File: src/rtl/branch_ctrl_pkg.sv
// Shared types and constants for the EX-stage branch redirect controller.
package branch_ctrl_pkg;

  localparam int PC_W     = 32;
  localparam int SQ_CNT_W = 4;

  typedef enum logic [1:0] {
    IDLE   = 2'd0,
    REQ    = 2'd1,
    SQUASH = 2'd2
  } brState_t;

  typedef logic [PC_W-1:0] pc_t;

  // Fetch only handles word-aligned PCs; anything else is a misaligned jump.
  function automatic logic isMisaligned(input pc_t pc);
    return pc[1:0] != 2'b00;
  endfunction

endpackage

File: src/rtl/redir_squash_counter.sv
// Loadable down-counter timing the post-redirect refill window; done is combinational on count==1.
// Load takes priority; the count parks at 0 and never backpressures anything.
module redir_squash_counter
  import branch_ctrl_pkg::*;
(
  input  logic                clk,
  input  logic                rst,
  input  logic                load,
  input  logic [SQ_CNT_W-1:0] loadVal,
  output logic                done
);

  logic [SQ_CNT_W-1:0] count;

  always_ff @(posedge clk or posedge rst) begin
    if (rst) begin
      count <= '0;
    end else if (load) begin
      count <= loadVal;
    end else if (count != '0) begin
      count <= count - 1'b1;
    end
  end

  assign done = (count == SQ_CNT_W'(1));

endmodule

File: src/rtl/branch_redirect_ctrl.sv
// EX-branch to fetch redirect sequencer with IF/ID and ID/EX squash; all outputs registered, redirect one cycle after a taken branch.
// Redirect holds valid/PC until fetch ready; optional branch statistics built with BRANCH_STATS_EN.
module branch_redirect_ctrl
  import branch_ctrl_pkg::*;
#(
  parameter int unsigned SQUASH_CYCLES = 1
) (
  input  logic            i_Clk_1,
  input  logic            i_Rst_1,
  input  logic            i_BrValid_1,
  input  logic            i_JumpBranch_1,
  input  logic [PC_W-1:0] i_Target_32,
  input  logic            i_RedirReady_1,
  output logic            o_RedirValid_1,
  output logic [PC_W-1:0] o_RedirPc_32,
  output logic            o_FlushIfId_1,
  output logic            o_FlushIdEx_1,
  output logic            o_Misalign_1,
  output logic [PC_W-1:0] o_MisalignPc_32,
  output logic [31:0]     o_BranchCnt_32,
  output logic [31:0]     o_TakenCnt_32
);

  localparam logic [SQ_CNT_W-1:0] SQ_LOAD = SQ_CNT_W'(SQUASH_CYCLES);
  localparam logic                HAS_SQUASH = (SQUASH_CYCLES != 0);

  brState_t state, stateNxt;

  logic brTaken, takenAligned, takenMisaligned;
  logic handshake, sqLoad, sqDone;
  logic redirValidNxt, flushNxt, misalignNxt;
  logic redirValidQ, flushQ, misalignQ;
  pc_t  redirPcQ, misalignPcQ;

  assign brTaken         = i_BrValid_1 & i_JumpBranch_1;
  assign takenAligned    = brTaken & ~isMisaligned(i_Target_32);
  assign takenMisaligned = brTaken &  isMisaligned(i_Target_32);
  assign handshake       = (state == REQ) & i_RedirReady_1;
  assign sqLoad          = handshake & HAS_SQUASH;

  redir_squash_counter u_squashCnt (
    .clk     (i_Clk_1),
    .rst     (i_Rst_1),
    .load    (sqLoad),
    .loadVal (SQ_LOAD),
    .done    (sqDone)
  );

  always_ff @(posedge i_Clk_1 or posedge i_Rst_1) begin
    if (i_Rst_1) begin
      state <= IDLE;
    end else begin
      state <= stateNxt;
    end
  end

  // Branch inputs outside IDLE belong to the wrong path and are ignored.
  always_comb begin
    stateNxt = state;
    case (state)
      IDLE: begin
        if (takenAligned) stateNxt = REQ;
      end
      REQ: begin
        if (i_RedirReady_1) stateNxt = HAS_SQUASH ? SQUASH : IDLE;
      end
      SQUASH: begin
        if (sqDone) stateNxt = IDLE;
      end
      default: stateNxt = IDLE;
    endcase
  end

  // Outputs are decoded from the next state and registered, so they line up with the state they describe.
  always_comb begin
    redirValidNxt = (stateNxt == REQ);
    flushNxt      = (stateNxt != IDLE);
    misalignNxt   = (state == IDLE) & takenMisaligned;
  end

  always_ff @(posedge i_Clk_1 or posedge i_Rst_1) begin
    if (i_Rst_1) begin
      redirValidQ <= 1'b0;
      flushQ      <= 1'b0;
      misalignQ   <= 1'b0;
      redirPcQ    <= '0;
      misalignPcQ <= '0;
    end else begin
      redirValidQ <= redirValidNxt;
      flushQ      <= flushNxt;
      misalignQ   <= misalignNxt;
      if ((state == IDLE) && takenAligned)    redirPcQ    <= i_Target_32;
      if ((state == IDLE) && takenMisaligned) misalignPcQ <= i_Target_32;
    end
  end

  assign o_RedirValid_1  = redirValidQ;
  assign o_RedirPc_32    = redirPcQ;
  assign o_FlushIfId_1   = flushQ;
  assign o_FlushIdEx_1   = flushQ;
  assign o_Misalign_1    = misalignQ;
  assign o_MisalignPc_32 = misalignPcQ;

`ifdef BRANCH_STATS_EN
  logic [31:0] branchCnt, takenCnt;

  // Saturating counters: only branches resolved while IDLE are on the correct path.
  always_ff @(posedge i_Clk_1 or posedge i_Rst_1) begin
    if (i_Rst_1) begin
      branchCnt <= '0;
      takenCnt  <= '0;
    end else if ((state == IDLE) && i_BrValid_1) begin
      if (branchCnt != '1) branchCnt <= branchCnt + 32'd1;
      if (i_JumpBranch_1 && (takenCnt != '1)) takenCnt <= takenCnt + 32'd1;
    end
  end

  assign o_BranchCnt_32 = branchCnt;
  assign o_TakenCnt_32  = takenCnt;
`else
  assign o_BranchCnt_32 = '0;
  assign o_TakenCnt_32  = '0;
`endif

endmodule

File: config.mk
export PLATFORM = sky130hd
export DESIGN_NAME = branch_redirect_ctrl
export DESIGN_NICKNAME = d
export VERILOG_FILES = /design/src/rtl/branch_ctrl_pkg.sv /design/src/rtl/redir_squash_counter.sv /design/src/rtl/branch_redirect_ctrl.sv
export SDC_FILE = /design/constraint.sdc
export NUM_CORES = 1
export LEC_CHECK = 0
export CAP_MARGIN = 0
export CORE_MARGIN = 1.5
export CORE_UTILIZATION = 40
export CTS_BUF_LIST = sky130_fd_sc_hd__clkbuf_16
export CTS_CLUSTER_DIAMETER = 50
export DETAILED_ROUTE_END_ITERATION = 6
export PLACE_DENSITY_LB_ADDON = 0.12
export SLEW_MARGIN = 20
export SYNTH_ARGS = -nofsm -noshare
export SYNTH_HDL_FRONTEND = slang
export SYNTH_SLANG_ARGS = --single-unit
File: constraint.sdc
create_clock -name i_Clk_1 -period 2.9 [get_ports i_Clk_1]
set_input_delay 0.58 -clock i_Clk_1 [delete_from_list [all_inputs] [get_ports i_Clk_1]]
set_output_delay 0.58 -clock i_Clk_1 [all_outputs]
set_load 0.05 [all_outputs]
==> Yosys cells after proc, flatten, opt, wreduce, memory -nomap -nowiden <==
Index checks and enable logic that the tools add are counted.
{ "word_totals": {"ff_bits": 73, "inputBits": 37, "output_inout_bits": 132, "wordCells": 31} }
{ "classes": {"add_sub_neg": 1, "n_eq_ne": 4, "muxes": 6, "bitwise_logic": 6, "reduce_logical": 7} }
{ "op_table": {"columns": ["op", "count"], "rows": [
  ["4-bit 2-to-1 mux", 2],
  ["2-bit 2-to-1 mux", 3],
  ["2-bit case mux with 3 select lines", 1],
  ["2-bit nonzero test", 3],
  ["1-bit AND", 5],
  ["2-bit by 1-bit == test with 1-bit output, second input constant", 2],
  ["4-bit by 1-bit == test with 1-bit output, second input constant", 1],
  ["4-bit nonzero test", 1],
  ["4-bit by 1-bit subtractor with 4-bit output, second input constant", 1],
  ["2-bit == test, second input constant", 1],
  ["1-bit logical AND", 2],
  ["2-bit zero test", 1],
  ["1-bit NOT", 1]
]} }

==> Logic depth before layout (Yosys ltp) <==
{ "logic_depth": {"word_depth": 6, "ltp_mapped": 5} }

==> Modules after synthesis <==
From an unflattened synthesis, not the netlist that was laid out.
{ "hier_totals": {"hier_cells": 248, "area_unflattened_um2": 3490.8} }
{ "by_module_without_submodules": {"columns": ["mod", "n_inst", "cells_per_inst", "area_per_inst_um2", "seq_area_each_um2"], "rows": [
  ["branch_redirect_ctrl", 1, 222, 3224.3, 1726.7],
  ["redir_squash_counter", 1, 26, 266.5, 100.1]
]} }

==> Worst setup path before layout <==
Ideal clock, no wire load.
{ "synth_timing": {"path_type": "in2reg", "startpoint": "input i_BrValid_1", "endpoint": "register misalignPcQ[11] (netlist: o_MisalignPc_32[11])", "setup_ns": 0.127, "t_arrival_ns": 1.489, "setup_slack_ns": 1.283, "path_stages": 4, "n_path_buf": 1, "cell_sequence": "and4bb_4 > and2b_4 > buf_6 > mux2_1"} }
{ "synth_between": {"elab_chain_cells": 3} }
{ "synth_lines": {"columns": ["element", "line", "text"], "rows": [
  ["start, declared", "branch_redirect_ctrl.sv:10", "input logic i_BrValid_1,"],
  ["1-bit AND", "branch_redirect_ctrl.sv:35", "assign brTaken = i_BrValid_1 & i_JumpBranch_1;"],
  ["1-bit AND", "branch_redirect_ctrl.sv:37", "assign takenMisaligned = brTaken & isMisaligned(i_Target_32);"],
  ["1-bit logical AND", "branch_redirect_ctrl.sv:93", "if ((state == IDLE) && takenMisaligned) misalignPcQ <= i_Target_32;"],
  ["end signal, assigned", "branch_redirect_ctrl.sv:93", null],
  ["end, declared", "branch_redirect_ctrl.sv:33", "pc_t redirPcQ, misalignPcQ;"]
]} }
Every way passes these cells.
A chain may end at the register's enable or synchronous reset.

==> Worst setup path after layout <==
{ "layout_timing": {"startpoint": "register misalignPcQ[0] (netlist: o_MisalignPc_32[0])", "endpoint": "output o_MisalignPc_32[0]"} }
{ "layout_rtl": {"columns": ["element", "line", "text"], "rows": [
  ["end, declared", "branch_redirect_ctrl.sv:19", "output logic [PC_W-1:0] o_MisalignPc_32,"]
]} }
No word-level cell between the ends.

==> flow_summary_export.csv <==
group,metric,value,unit
status,run_status,"finished clean",
synth,synth.area.top_cells,"dfrtp_1 (55%), buf_4 (15%), mux2_1 (11%)",
cts,cts_tree,"yes",
cts,clock-sinks,73,
synth,async_flop_share,100,%
cts,root_buffer,"clkbuf_16",
cts,ctsHoldBuffers,0,
final_layout,antenna_cells,0,
worst_setup_path,crit_chain,"clkdlybuf4s50_1",
timing,final_hold_viol_count,0,
worst_setup_path,critPathLaunchType,"flip-flop",
routing,vias_per_cell,4.24,
routing,drc,0,
global_routing,grt_overflow_total,0,
global_routing,grt_pass1_wl,9600,um
cts,clockBufferDepth,2,
timing,tightest_slew,0.537,ns
worst_setup_path,endpoint_kind,"output port",
timing,setup_viol_count_final,0,
synth,syn_area_per_cell,13.6,um2
routing,avgRoutedWirePerCell,12.8,um
final_layout,drive_above_1_share,14.0,%
synth,synth_area,3320,um2
worst_setup_path,cp_top_family,"buffers and inverters",
routing,ant_nets,0,
global_routing,track_usage,14.2,%
global_routing,grt_max_degree,74,
routing,drt_pass1_iterations,3,
synth,synth.most_common_cell,"dfrtp_1",
timing,hold_ws,0.483,ns
cts,cts_resized,0,
worst_setup_path,critPathMaxFanout,2,
routing,wirelength,5900,um
pwr,p_leak,0.00203,uW
cts,clk_pin_slew,0.06,ns
timing,fmax,482,MHz
pwr,max-vdd-ir-drop,0.000698,V
place,routabilityCongestion,0.710,
cts,htree_levels,3,
timing,grt_setup_unrepaired,"no",
timing,max-slew-margin-rel,64.1,%
timing,drv_slew,0,
die,die_h,94.1,um
timing,tns,0,ns
place,port-buffer-count,104,
global_routing,grt_pass1_vias,1981,
place,place_hpwl,4050,um
min_path,min_path_type,"reg -> reg",
die,coreArea,8130,um2
die,initial_utilization,40.8,%
routing,drt_iter0_markers,18,
synth,ys_seq_area_share,55.0,%
routing,vias,1956,
synth,synth_top_area_share,55.0,%
synth,synthCells,244,
synth,synth_cell_types,27,
synth,ys_ff_latch,73,
worst_setup_path,cp.required,2.32,ns
die,die_x,94.1,um
cts,post-cts-setup-buffer-count,0,
pwr,powerDensity,1310,nW/um2
final_layout,area_growth,34.9,%
timing,fin_crit,2.07,ns
synth,synth_top_cells_by_count,"dfrtp_1 (73), buf_4 (65), mux2_1 (31)",
global_routing,antenna_found_initial,0,
synth,synth_area_leader_cell,"dfrtp_1",
worst_setup_path,crit_type,"reg -> out",
worst_setup_path,critPathMaxStageDelay,0.81,ns
timing,fin_crit_sh,71.5,%
worst_setup_path,arrival,1.49,ns
synth,synth_edf_count,0,
worst_setup_path,cp_num_buf_inv,1,
timing,skew,0.00676,ns
final_layout,layout.nets,392,
cts,cts_buffers,9,
worst_setup_path,timing.critical_path.slowest_stage_cell,"clkdlybuf4s50_1",
final_layout,fillers,723,
synth,synth_top_flop_cell,"dfrtp_1",
synth,ys_warn_count,0,
die,fp-row-count,33,
die,top_level_ports,169,
cts,worst_skew_pair.late_latency,0.32,ns
flow_run,maxCapViolCount,0,
die,dieArea,8860,um2
==> power breakdown <==
group          switching, uW  leakage, uW  internal, uW  total (uW)
sequential               230     0.000879          1460        1690
combinational           2080      0.00101          1050        3130
clock                    403     0.000137           656        1060
==> flip-flops by register name (all words and copies together) (netlist names) <==
signal / flops
o_RedirValid_1: 1
o_MisalignPc_32: 32
u_squashCnt.count: 4
o_Misalign_1: 1
o_FlushIdEx_1: 1
state: 2
o_RedirPc_32: 32
==> layout make-up <==
class,count,area (um2),area share (%)
clock buffers,9,225,5.03
clock inverters,6,60.1,1.34
inverters,5,18.8,0.419
multi-input cells,158,1160,25.8
flip-flops and latches,73,1830,40.8
well taps,105,131,2.93
repair buffers,105,1060,23.7
==> routing by layer <==
layer / track usage (%) / wire, um / vias up
met3: 6.31 / 624 / 13
met4: 6.47 / 132 / 0
met5: 0 / 0 / -
met1: 16.7 / 2460 / 943
met2: 22.1 / 2680 / 99
li1: - / - / 901
==> path summary, 6_finish.rpt <==
kind                       cells after the start  slack (ns)                start                   to
setup / recovery                               1        0.83   o_MisalignPc_32[0]   o_MisalignPc_32[0]
max in group asynchronous                      3        1.94              i_Rst_1  o_MisalignPc_32[15]
hold reg to reg                                1        0.48  o_MisalignPc_32[12]  o_MisalignPc_32[12]
setup reg to reg                               3        1.13             state[1]  o_MisalignPc_32[31]
min in group asynchronous                      3        0.65              i_Rst_1   o_MisalignPc_32[1]
hold / removal                                 1        0.48  o_MisalignPc_32[12]  o_MisalignPc_32[12]
==> kinds of logic after synthesis <==
| kind of cell | after synthesis | share of synthesized area (%) |
|---|---|---|
| adders and majority gates | 3 | 1.13 |
| other | 1 | 0.113 |
| AOI/OAI and AO/OA | 7 | 1.47 |
| and+or+nand+nor | 22 | 4.07 |
| DFF | 73 | 55.0 |
| xor gates and xnor gates | 1 | 0.264 |
| muxes | 61 | 20.6 |
| buffers and inverters | 76 | 17.3 |
==> cells in the final DEF, fill, tap and decap left out, drive strengths merged, types with 2 or more instances in the layout <==
master         count
a22o               2
nand2              6
ha                 3
dfrtp             73
o21ai              2
nor2               5
inv                5
clkdlybuf4s50    104
conb              64
clkinvlp           2
and2               2
clkbuf             9
clkinv             3
mux2              60
nand2b             2
==> stage by stage <==
step | instance area, um2 | power (uW) | utilization (%) | setup slack (ns) | std cells
6_report | 4480 | 5880 | 55.1 | 0.826 | 461
2_1_floorplan | 3560 | 3890 | - | 0.467 | 307
3_3_place_gp | 4190 | 4820 | 51.6 | 0.547 | 446
3_5_place_dp | 4190 | 4850 | 51.6 | 0.513 | 446
5_1_grt | 4480 | 6160 | 55.1 | 0.768 | 461
4_1_cts | 4480 | 5950 | 55.1 | 0.806 | 461
No activity file was read; power rests on OpenSTA's default activity.
